<file path="config.mk">
export PLATFORM = sky130hd
export DESIGN_NAME = universal_register
export DESIGN_NICKNAME = d
export VERILOG_FILES = /design/src/rtl/universal_register_pkg.sv /design/src/rtl/universal_register.sv
export SDC_FILE = /design/constraint.sdc
export NUM_CORES = 1
export LEC_CHECK = 0
export ABC_AREA = 0
export CAP_MARGIN = 10
export CORE_ASPECT_RATIO = 1.5
export CORE_MARGIN = 3
export CORE_UTILIZATION = 46
export DETAILED_ROUTE_END_ITERATION = 8
export GPL_TIMING_DRIVEN = 0
export PLACE_DENSITY = 0.73
export RECOVER_POWER = 50
export SLEW_MARGIN = 5
export SYNTH_ARGS = -nofsm -noshare
export SYNTH_HDL_FRONTEND = slang
export SYNTH_SLANG_ARGS = --single-unit
</file>
<file path="constraint.sdc">
create_clock -name Clk -period 2.8 [get_ports Clk]
set_input_delay 0.28 -clock Clk [delete_from_list [all_inputs] [get_ports Clk]]
set_output_delay 0.28 -clock Clk [all_outputs]
set_load 0.01 [all_outputs]
</file>
<file path="src/rtl/universal_register_pkg.sv">
// Shared operation encodings for the universal register. Sequencer and ALU
// control logic import this package so every block agrees on Op values.
package universal_register_pkg;

  localparam int OpWidth = 3;

  localparam logic [OpWidth-1:0] OP_HOLD = 3'b000;
  localparam logic [OpWidth-1:0] OP_LOAD = 3'b001;
  localparam logic [OpWidth-1:0] OP_INC  = 3'b010;
  localparam logic [OpWidth-1:0] OP_DEC  = 3'b011;
  localparam logic [OpWidth-1:0] OP_SHL  = 3'b100;
  localparam logic [OpWidth-1:0] OP_SHR  = 3'b101;
  localparam logic [OpWidth-1:0] OP_ROL  = 3'b110;
  localparam logic [OpWidth-1:0] OP_ROR  = 3'b111;

endpackage

</file>
<file path="src/rtl/universal_register.sv">
// Multi-mode register: load, hold, up/down count (wrap or saturate),
// shift and rotate both ways, with registered Carry and Zero flags.
// All state changes on the falling edge of Clk; every output is a flop.
module universal_register
  import universal_register_pkg::*;
#(
  parameter int                   DataWidth  = 8,
  parameter logic [DataWidth-1:0] ResetValue = '0,
  parameter bit                   Saturate   = 1'b0
) (
  input  logic                 Clk,
  input  logic                 Reset,
  input  logic                 En,
  input  logic [OpWidth-1:0]   Op,
  input  logic                 SIn,
  input  logic [DataWidth-1:0] DIn,
  output logic [DataWidth-1:0] DOut,
  output logic                 Carry,
  output logic                 Zero
);

  localparam logic [DataWidth-1:0] AllOnes = '1;
  localparam logic [DataWidth-1:0] AllZero = '0;

  logic [DataWidth-1:0] r_dout;
  logic                 r_carry;
  logic                 r_zero;

  logic [DataWidth-1:0] w_next_dout;
  logic                 w_next_carry;
  logic                 w_msb;
  logic                 w_lsb;

  assign w_msb = r_dout[DataWidth-1];
  assign w_lsb = r_dout[0];

  // Next word and next carry for the selected operation; En low means hold.
  always_comb begin
    w_next_dout  = r_dout;
    w_next_carry = r_carry;
    if (En) begin
      case (Op)
        OP_HOLD: begin
          w_next_dout  = r_dout;
          w_next_carry = r_carry;
        end
        OP_LOAD: begin
          w_next_dout  = DIn;
          w_next_carry = 1'b0;
        end
        OP_INC: begin
          w_next_carry = (r_dout == AllOnes);
          // Saturating mode clamps at all-ones but still flags the overflow.
          if (Saturate && (r_dout == AllOnes)) w_next_dout = AllOnes;
          else                                 w_next_dout = r_dout + 1'b1;
        end
        OP_DEC: begin
          w_next_carry = (r_dout == AllZero);
          if (Saturate && (r_dout == AllZero)) w_next_dout = AllZero;
          else                                 w_next_dout = r_dout - 1'b1;
        end
        OP_SHL: begin
          w_next_dout  = {r_dout[DataWidth-2:0], SIn};
          w_next_carry = w_msb;
        end
        OP_SHR: begin
          w_next_dout  = {SIn, r_dout[DataWidth-1:1]};
          w_next_carry = w_lsb;
        end
        OP_ROL: begin
          w_next_dout  = {r_dout[DataWidth-2:0], w_msb};
          w_next_carry = w_msb;
        end
        OP_ROR: begin
          w_next_dout  = {w_lsb, r_dout[DataWidth-1:1]};
          w_next_carry = w_lsb;
        end
        default: begin
          w_next_dout  = r_dout;
          w_next_carry = r_carry;
        end
      endcase
    end
  end

  // State update on the falling edge; Zero is derived from the new word so
  // it always matches DOut. Reset wins over En and Op.
  always_ff @(negedge Clk) begin
    if (Reset) begin
      r_dout  <= ResetValue;
      r_carry <= 1'b0;
      r_zero  <= (ResetValue == AllZero);
    end else begin
      r_dout  <= w_next_dout;
      r_carry <= w_next_carry;
      r_zero  <= (w_next_dout == AllZero);
    end
  end

`ifdef SIMULATE
  // Simulation trace of every accepted LOAD.
  always @(negedge Clk) begin
    if (!Reset && En && (Op == OP_LOAD))
      $display("%0t universal_register LOAD %b 0x%h", $time, DIn, DIn);
  end
`endif

  assign DOut  = r_dout;
  assign Carry = r_carry;
  assign Zero  = r_zero;

endmodule

</file>
=== Word-level counts from Yosys, hierarchy flattened ===
Cells that the tools add are included.

* Mux-type cells: 3
* Reductions and logical operators: 6
* Bitwise gates (word level): 1
* Eq/ne operators: 8
* Add/sub/neg operators: 2

{| class="wikitable"
|+ Operators by type and width
! operator !! count
|-
| case mux 8 bit (8 select lines) || 1
|-
| zero test 8 bit || 2
|-
| equality test 3 bit, second input constant || 4
|-
| adder 8 x 1 -> 8 bit, second input constant || 1
|-
| equality test 8 bit, second input constant || 1
|-
| two-way mux 8 bit || 1
|-
| subtractor 8 x 1 -> 8 bit, second input constant || 1
|-
| equality test 3 x 2 -> 1 bit, second input constant || 2
|-
| case mux 1 bit (5 select lines) || 1
|-
| OR reduction 2 bit || 2
|-
| equality test 3 x 1 -> 1 bit, second input constant || 1
|-
| zero test 3 bit || 1
|-
| AND reduction 2 bit || 1
|-
| inverter 1 bit || 1
|}

* Bits in registers: 10
* Word-level logic and storage cells: 23
* Output and inout bits: 10
* Input port bits: 15

=== Logic depth before layout (Yosys ltp) ===
Gate-level depths: netlist (run 1).

* Depth after elaboration: 4
* Gate-level depth with buffers: 10
* Gate-level depth less buffers: 9

==> impl_metrics.toml, run 1 <==
[drt]
drt-wirelength-per-cell_microns = 17.8
vias_per_cell = 6.35
num_vias = 1396
drc = 0
drt_iter0_markers = 49
final_antenna_net_count = 0
wirelength_microns = 3920
drt_first_pass_iters = 4

[logic_synthesis]
postSynthCellCount = 149
synth_top_flop_cell = "dfxtp_1"
yosysWarningCount = 0
yosysUniqueCellTypes = 57
synth_edf_count = 0
syn_nets = 168
syn_area_sq_um = 1160
synth-seq-cells = 10
synth.avg_cell_area_sq_um = 7.79
synth.yosys.seq_area_share_pct = 17.2
synthArstFlopShare_pct = 0

[sta]
hold_violations = 0
maxSlewViolCount = 0
tightest_slew_ns = 0.585
worst_slack_ns = -0.620
setup_viol_count_final = 7
rsz0062_at_grt = "true"
relSlewSlack_pct = 61.0
clock-skew-final_ns = 0.00977
finalSetupTns_ns = -2.85
hold_slack_ns = 0.522

[global_route]
grt_max_degree = 11
grt_pass1_wl_microns = 6010
grt_overflow = 0
first_global_vias = 1336
antenna_found_initial = 0
met1_usage_pct = 31.7
grtUsageTotal_pct = 25.4
busiest_layer = "met2"
met3_usage_pct = 2.67
gr-usage-met2_pct = 42.3

[die]
dieHeight_microns = 67.5
pin_count = 25
row_count = 21
initial_utilization_pct = 50.2
die-area_sq_um = 3180
core_area_sq_um = 2310
die_w_microns = 47.0

[clock_network]
clock_latency_ns = 0.32
cts_buffers = 3
h-tree-depth = 1
cts-root-buf = "clkbuf_4"
path_clk_slew_ns = 0.03
cts_tree = "done"
clock_path_buffers = 2
postCtsHoldBufs = 0
clock_sinks = 10

[power]
power_density_nw_per_um2 = 332
swShare_pct = 39.3
switching_power_uw = 245
p_comb_share_pct = 48.9
ir_worst_vdd_v = 0.000381
internal_power_uw = 378
pwr-share-clk_pct = 23.0
p_leak_uw = 0.000803
share_seq_of_total_power_pct = 28.0

[worst_hold_path]
hold_class = "flop to flop"

[final_layout]
nFillCells = 163
multi_input_area_sq_um = 1120
drive_above_1_share_pct = 40.6
synthToLayoutAreaGrowth_pct = 62.0
post-route-util_pct = 81.3
fin_nets = 218
seq_area_sq_um = 204
diodes = 0

[run_status]
violations = "negative setup slack"
outcome = "complete, but fails checks"

[setup_path]
path_class = "primary input to flop"
crit_path_end_kind = "flop"
path_cells = "buf_6 -> nand3b_4 -> xnor2_2 -> ha_2 -> buf_4 -> or3b_4 -> a211o_2 -> a31oi_4 -> nor3_2 -> a41oi_2 -> a211oi_2"
crit_slowest_cell = "or3b_4"
arrival_ns = 2.20
cpPeakStageDelay_ns = 0.37
crit_required_ns = 1.58
start_kind = "primary input"
critPathMaxFanout = 3

[placed_design]
io_buffers = 22
hpwlAfterDp_microns = 2630
place_congestion = 0.879
preCtsSetupSlack_ns = -1.38

[job]
maxCapViolations = 0
## synthesized netlist by cell type, types with 2 or more instances
library cell | number | area (sq um)
a211oi_1 | 2 | 15.0
a21oi_1 | 5 | 25.0
a221oi_1 | 3 | 26.3
a311oi_1 | 4 | 35.0
a31oi_1 | 5 | 31.3
and2_2 | 2 | 15.0
buf_2 | 3 | 15.0
buf_6 | 3 | 33.8
clkbuf_1 | 3 | 11.3
dfxtp_1 | 10 | 200
ha_1 | 4 | 50.1
inv_1 | 5 | 18.8
mux2_2 | 6 | 67.6
mux2i_1 | 2 | 20.0
nand2_1 | 9 | 33.8
nand2b_1 | 3 | 18.8
nand3_1 | 4 | 20.0
nand4b_1 | 2 | 17.5
nor2_1 | 16 | 60.1
nor2b_1 | 3 | 18.8
nor3_1 | 7 | 35.0
nor4_1 | 3 | 18.8
o21ai_0 | 7 | 35.0
o21ai_1 | 2 | 10.0
o31a_1 | 2 | 17.5
xnor2_1 | 3 | 26.3
## registers in the layout (all words and copies together) (netlist names)
register and cells:
DOut 8, Carry 1, Zero 1
## path summary, 6_finish.rpt
path	startpoint	endpoint	slack [ns]	depth (start not counted)
worst min register to register	Carry$_SDFFE_NP0P_	Carry$_SDFFE_NP0P_	0.52	2
worst max register to register	DOut[1]$_SDFF_NP0_	Zero$_SDFF_NP1_	0.48	10
worst min-delay path	Carry$_SDFFE_NP0P_	Carry$_SDFFE_NP0P_	0.52	2
worst max-delay path	Op[2]	Zero$_SDFF_NP1_	-0.62	11
## metal layers
| metal | vias up | routed length, microns |
|---|---|---|
| li1 | 665 | - |
| met1 | 663 | 1600 |
| met2 | 54 | 2000 |
| met3 | 14 | 210 |
| met4 | 0 | 109 |
| met5 | - | 0 |
## power by group through the flow
stage / registers (uW) / clock network [uW] / logic [uW]
after floorplan: 177 / 24.2 / 145
final: 175 / 144 / 305
after global routing: 176 / 175 / 326
after global placement: 174 / 24.2 / 223
after CTS: 174 / 151 / 275
after detailed placement: 175 / 24.2 / 229
## stage by stage
step                instances  power, uW  area (sq um)
detailed placement        194        428          1470
global placement          194        421          1470
finish                    220        624          1880
CTS                       216        600          1780
global route              220        677          1880
floorplan                 149        346          1220
## cell families (layout without fill, tap and decap cells)
group | after synthesis | after routing | share of synthesized area [%]
buffers and inverters | 17 | 65 | 8.08
adders and majority gates | 5 | 5 | 5.28
xor gates and xnor gates | 4 | 4 | 3.02
and+or+nand+nor | 61 | 61 | 30.0
AOI/OAI and AO/OA | 43 | 43 | 27.9
DFF | 10 | 10 | 17.2
muxes | 9 | 9 | 8.51
## critical path: cells and delay by family
family,cells,cell delay [ns]
buffers and inverters,2,0.23
XOR/XNOR,1,0.15
adder cells (fa/ha/maj),1,0.22
AND/OR/NAND/NOR,3,0.61
AO/OA/AOI/OAI,4,0.72
## cell usage in the layout, fill, tap and decap left out, types with 3 or more instances in the layout
cell,count
a21oi_1,5
nand2_1,8
a31oi_4,3
clkdlybuf4s50_1,9
dfxtp_1,7
buf_6,5
nor3_1,3
nand3_1,4
buf_4,12
inv_1,14
o21ai_2,3
mux2_2,5
clkbuf_4,5
nor2_1,15
ha_4,3
dlygate4sd2_1,9
buf_12,3
dfxtp_2,3
o21ai_0,6
a311oi_2,4
## timing repair
action	CTS	global route
endpoints found under the setup margin	20	11
setup buffers	10	4
resized for setup	56	18
pin swaps	21	17
endpoints found under the hold margin	0	0
## layout make-up
type	instances	share of cell area, %
multi-input cells	122	59.4
repair buffers	36	18.4
flip-flops and latches	10	10.8
plain buffers	11	4.92
clock inverters	10	2.00
inverters	5	1.66
well taps	23	1.53
clock buffers	3	1.20
(Power assumes the default switching activity.)
==> inputs of run 2 (changes only) <==
Settings changed: GPL_TIMING_DRIVEN 0 to 1.
==> run 2 against run 1 <==
The run still ends with negative setup slack left. Utilization increased by 2.1 points. Sequential cell count unchanged. Die area unchanged. Count of clock-buffer cells in the layout unchanged. Global-route usage increased by 2.5 points. Hold slack got worse by 0.0035 ns. Clock power increased by 6%. Largest cell class unchanged. Largest power group unchanged. Highest routed layer unchanged.
==> impl_metrics.toml, run 2 (synthesized netlist as in run 1, its figures left out) <==
[drt]
drt_first_pass_iters = 4
drt-wirelength-per-cell_microns = 17.9
drt_iter0_markers = 40
drc = 0
final_antenna_net_count = 0
vias_per_cell = 6.14
num_vias = 1444
wirelength_microns = 4200

[die]
die_w_microns = 47.0
row_count = 21
dieHeight_microns = 67.5
die-area_sq_um = 3180
core_area_sq_um = 2310
pin_count = 25
initial_utilization_pct = 50.2

[sta]
rsz0062_at_grt = "true"
setup_viol_count_final = 9
worst_slack_ns = -0.519
tightest_slew_ns = 0.435
clock-skew-final_ns = 0.0216
maxSlewViolCount = 0
relSlewSlack_pct = 71.0
finalSetupTns_ns = -2.35
hold_slack_ns = 0.519
hold_violations = 0

[clock_network]
clock_sinks = 10
cts_buffers = 3
path_clk_slew_ns = 0.05
postCtsHoldBufs = 0
clock_latency_ns = 0.34
cts_tree = "done"
cts-root-buf = "clkbuf_4"
clock_path_buffers = 2
h-tree-depth = 1

[setup_path]
crit_path_end_kind = "flop"
startpoint = "Op[2]"
r2r-start = "DOut[1]$_SDFF_NP0_"
arrival_ns = 2.18
start_kind = "primary input"
path_class = "primary input to flop"
crit_required_ns = 1.66
critPathMaxFanout = 5

[placed_design]
hpwlAfterDp_microns = 2860
io_buffers = 24
place_congestion = 0.944
preCtsSetupSlack_ns = -1.25
place_area_sq_um = 1670

[global_route]
grt_max_degree = 26
first_global_vias = 1431
grt_pass1_wl_microns = 6430
antenna_found_initial = 0
grtUsageTotal_pct = 27.9
grt_overflow = 0

[power]
design_power_total_uw = 644
p_leak_uw = 0.000840
power_density_nw_per_um2 = 334
ir_worst_vdd_v = 0.000399

[job]
maxCapViolations = 0

[final_layout]
fin_nets = 233
largest_reg_flops = 8
synthToLayoutAreaGrowth_pct = 66.1
nFillCells = 144
final_common_cell = "buf_4"
drive_above_1_share_pct = 41.0
mostFrequentLayoutCells = "buf_4 (35), inv_1 (14), nor2_1 (14)"
diodes = 0
design_area_sq_um = 1930

[run_status]
violations = "negative setup slack"
outcome = "complete, but fails checks"

[worst_hold_path]
hp-start = "Carry$_SDFFE_NP0P_"
hold_class = "flop to flop"
run 2: cell types whose count changed in the layout (fill, tap and decap cells not counted), moves of 2 or more:
cell,change
nor3_1,+2
dfxtp_2,-3
nor2_2,+2
buf_12,-3
buf_4,+23
xnor2_2,-2
clkbuf_4,-2
dfxtp_1,+3
a31oi_2,+2
a311oi_2,-2
clkbuf_1,-2
run 2: critical path, stage by stage:
cell      delay [ns]
buf_6           0.09
nand3b_4        0.19
xnor2_4         0.18
ha_4            0.18
o31a_1          0.26
o211a_1         0.23
a311oi_2        0.24
xor2_1          0.22
o21ai_2         0.09
a211oi_2        0.22
run 2: per-layer routing:
metal	up-vias	global-route usage, %	wire length [microns]
li1	691	-	-
met1	692	34.7	1680
met2	49	47.6	2220
met3	12	2.40	190
met4	0	11.1	104
met5	-	0	0
run 2: path summary, 6_finish.rpt:
path	end	slack, ns	depth (start not counted)
worst min register to register	Carry$_SDFFE_NP0P_	0.52	2
worst min-delay path	Carry$_SDFFE_NP0P_	0.52	2
worst max-delay path	Zero$_SDFF_NP1_	-0.52	10
worst max register to register	Zero$_SDFF_NP1_	0.67	9
run 2: timing repair:
item	CTS	global route
setup endpoints to repair	20	10
pin swaps	15	10
buffers inserted	3	1
gates resized for setup	44	16
run 2: area by class of cell:
cell class	count	area, sq um	area share, %
multi-input combinational	122	1100	57.2
inverter	5	21.3	1.10
tap	23	28.8	1.49
timing repair buffer	62	515	26.7
sequential	10	200	10.4
clock buffer	3	22.5	1.17
clock inverter	10	37.5	1.95
run 2: report_power, final:
part / internal, uW / switching [uW] / total (uW)
clock network: 68.6 / 83.6 / 152
registers: 156 / 6.22 / 163
logic: 164 / 166 / 330
total: 389 / 255 / 644
run 2: per-stage QoR:
stage	instances	util (%)
5_1_grt	235	83.4
6_report	235	83.4
3_3_place_gp	220	72.0
4_1_cts	235	79.3
2_1_floorplan	149	-
3_5_place_dp	220	72.0
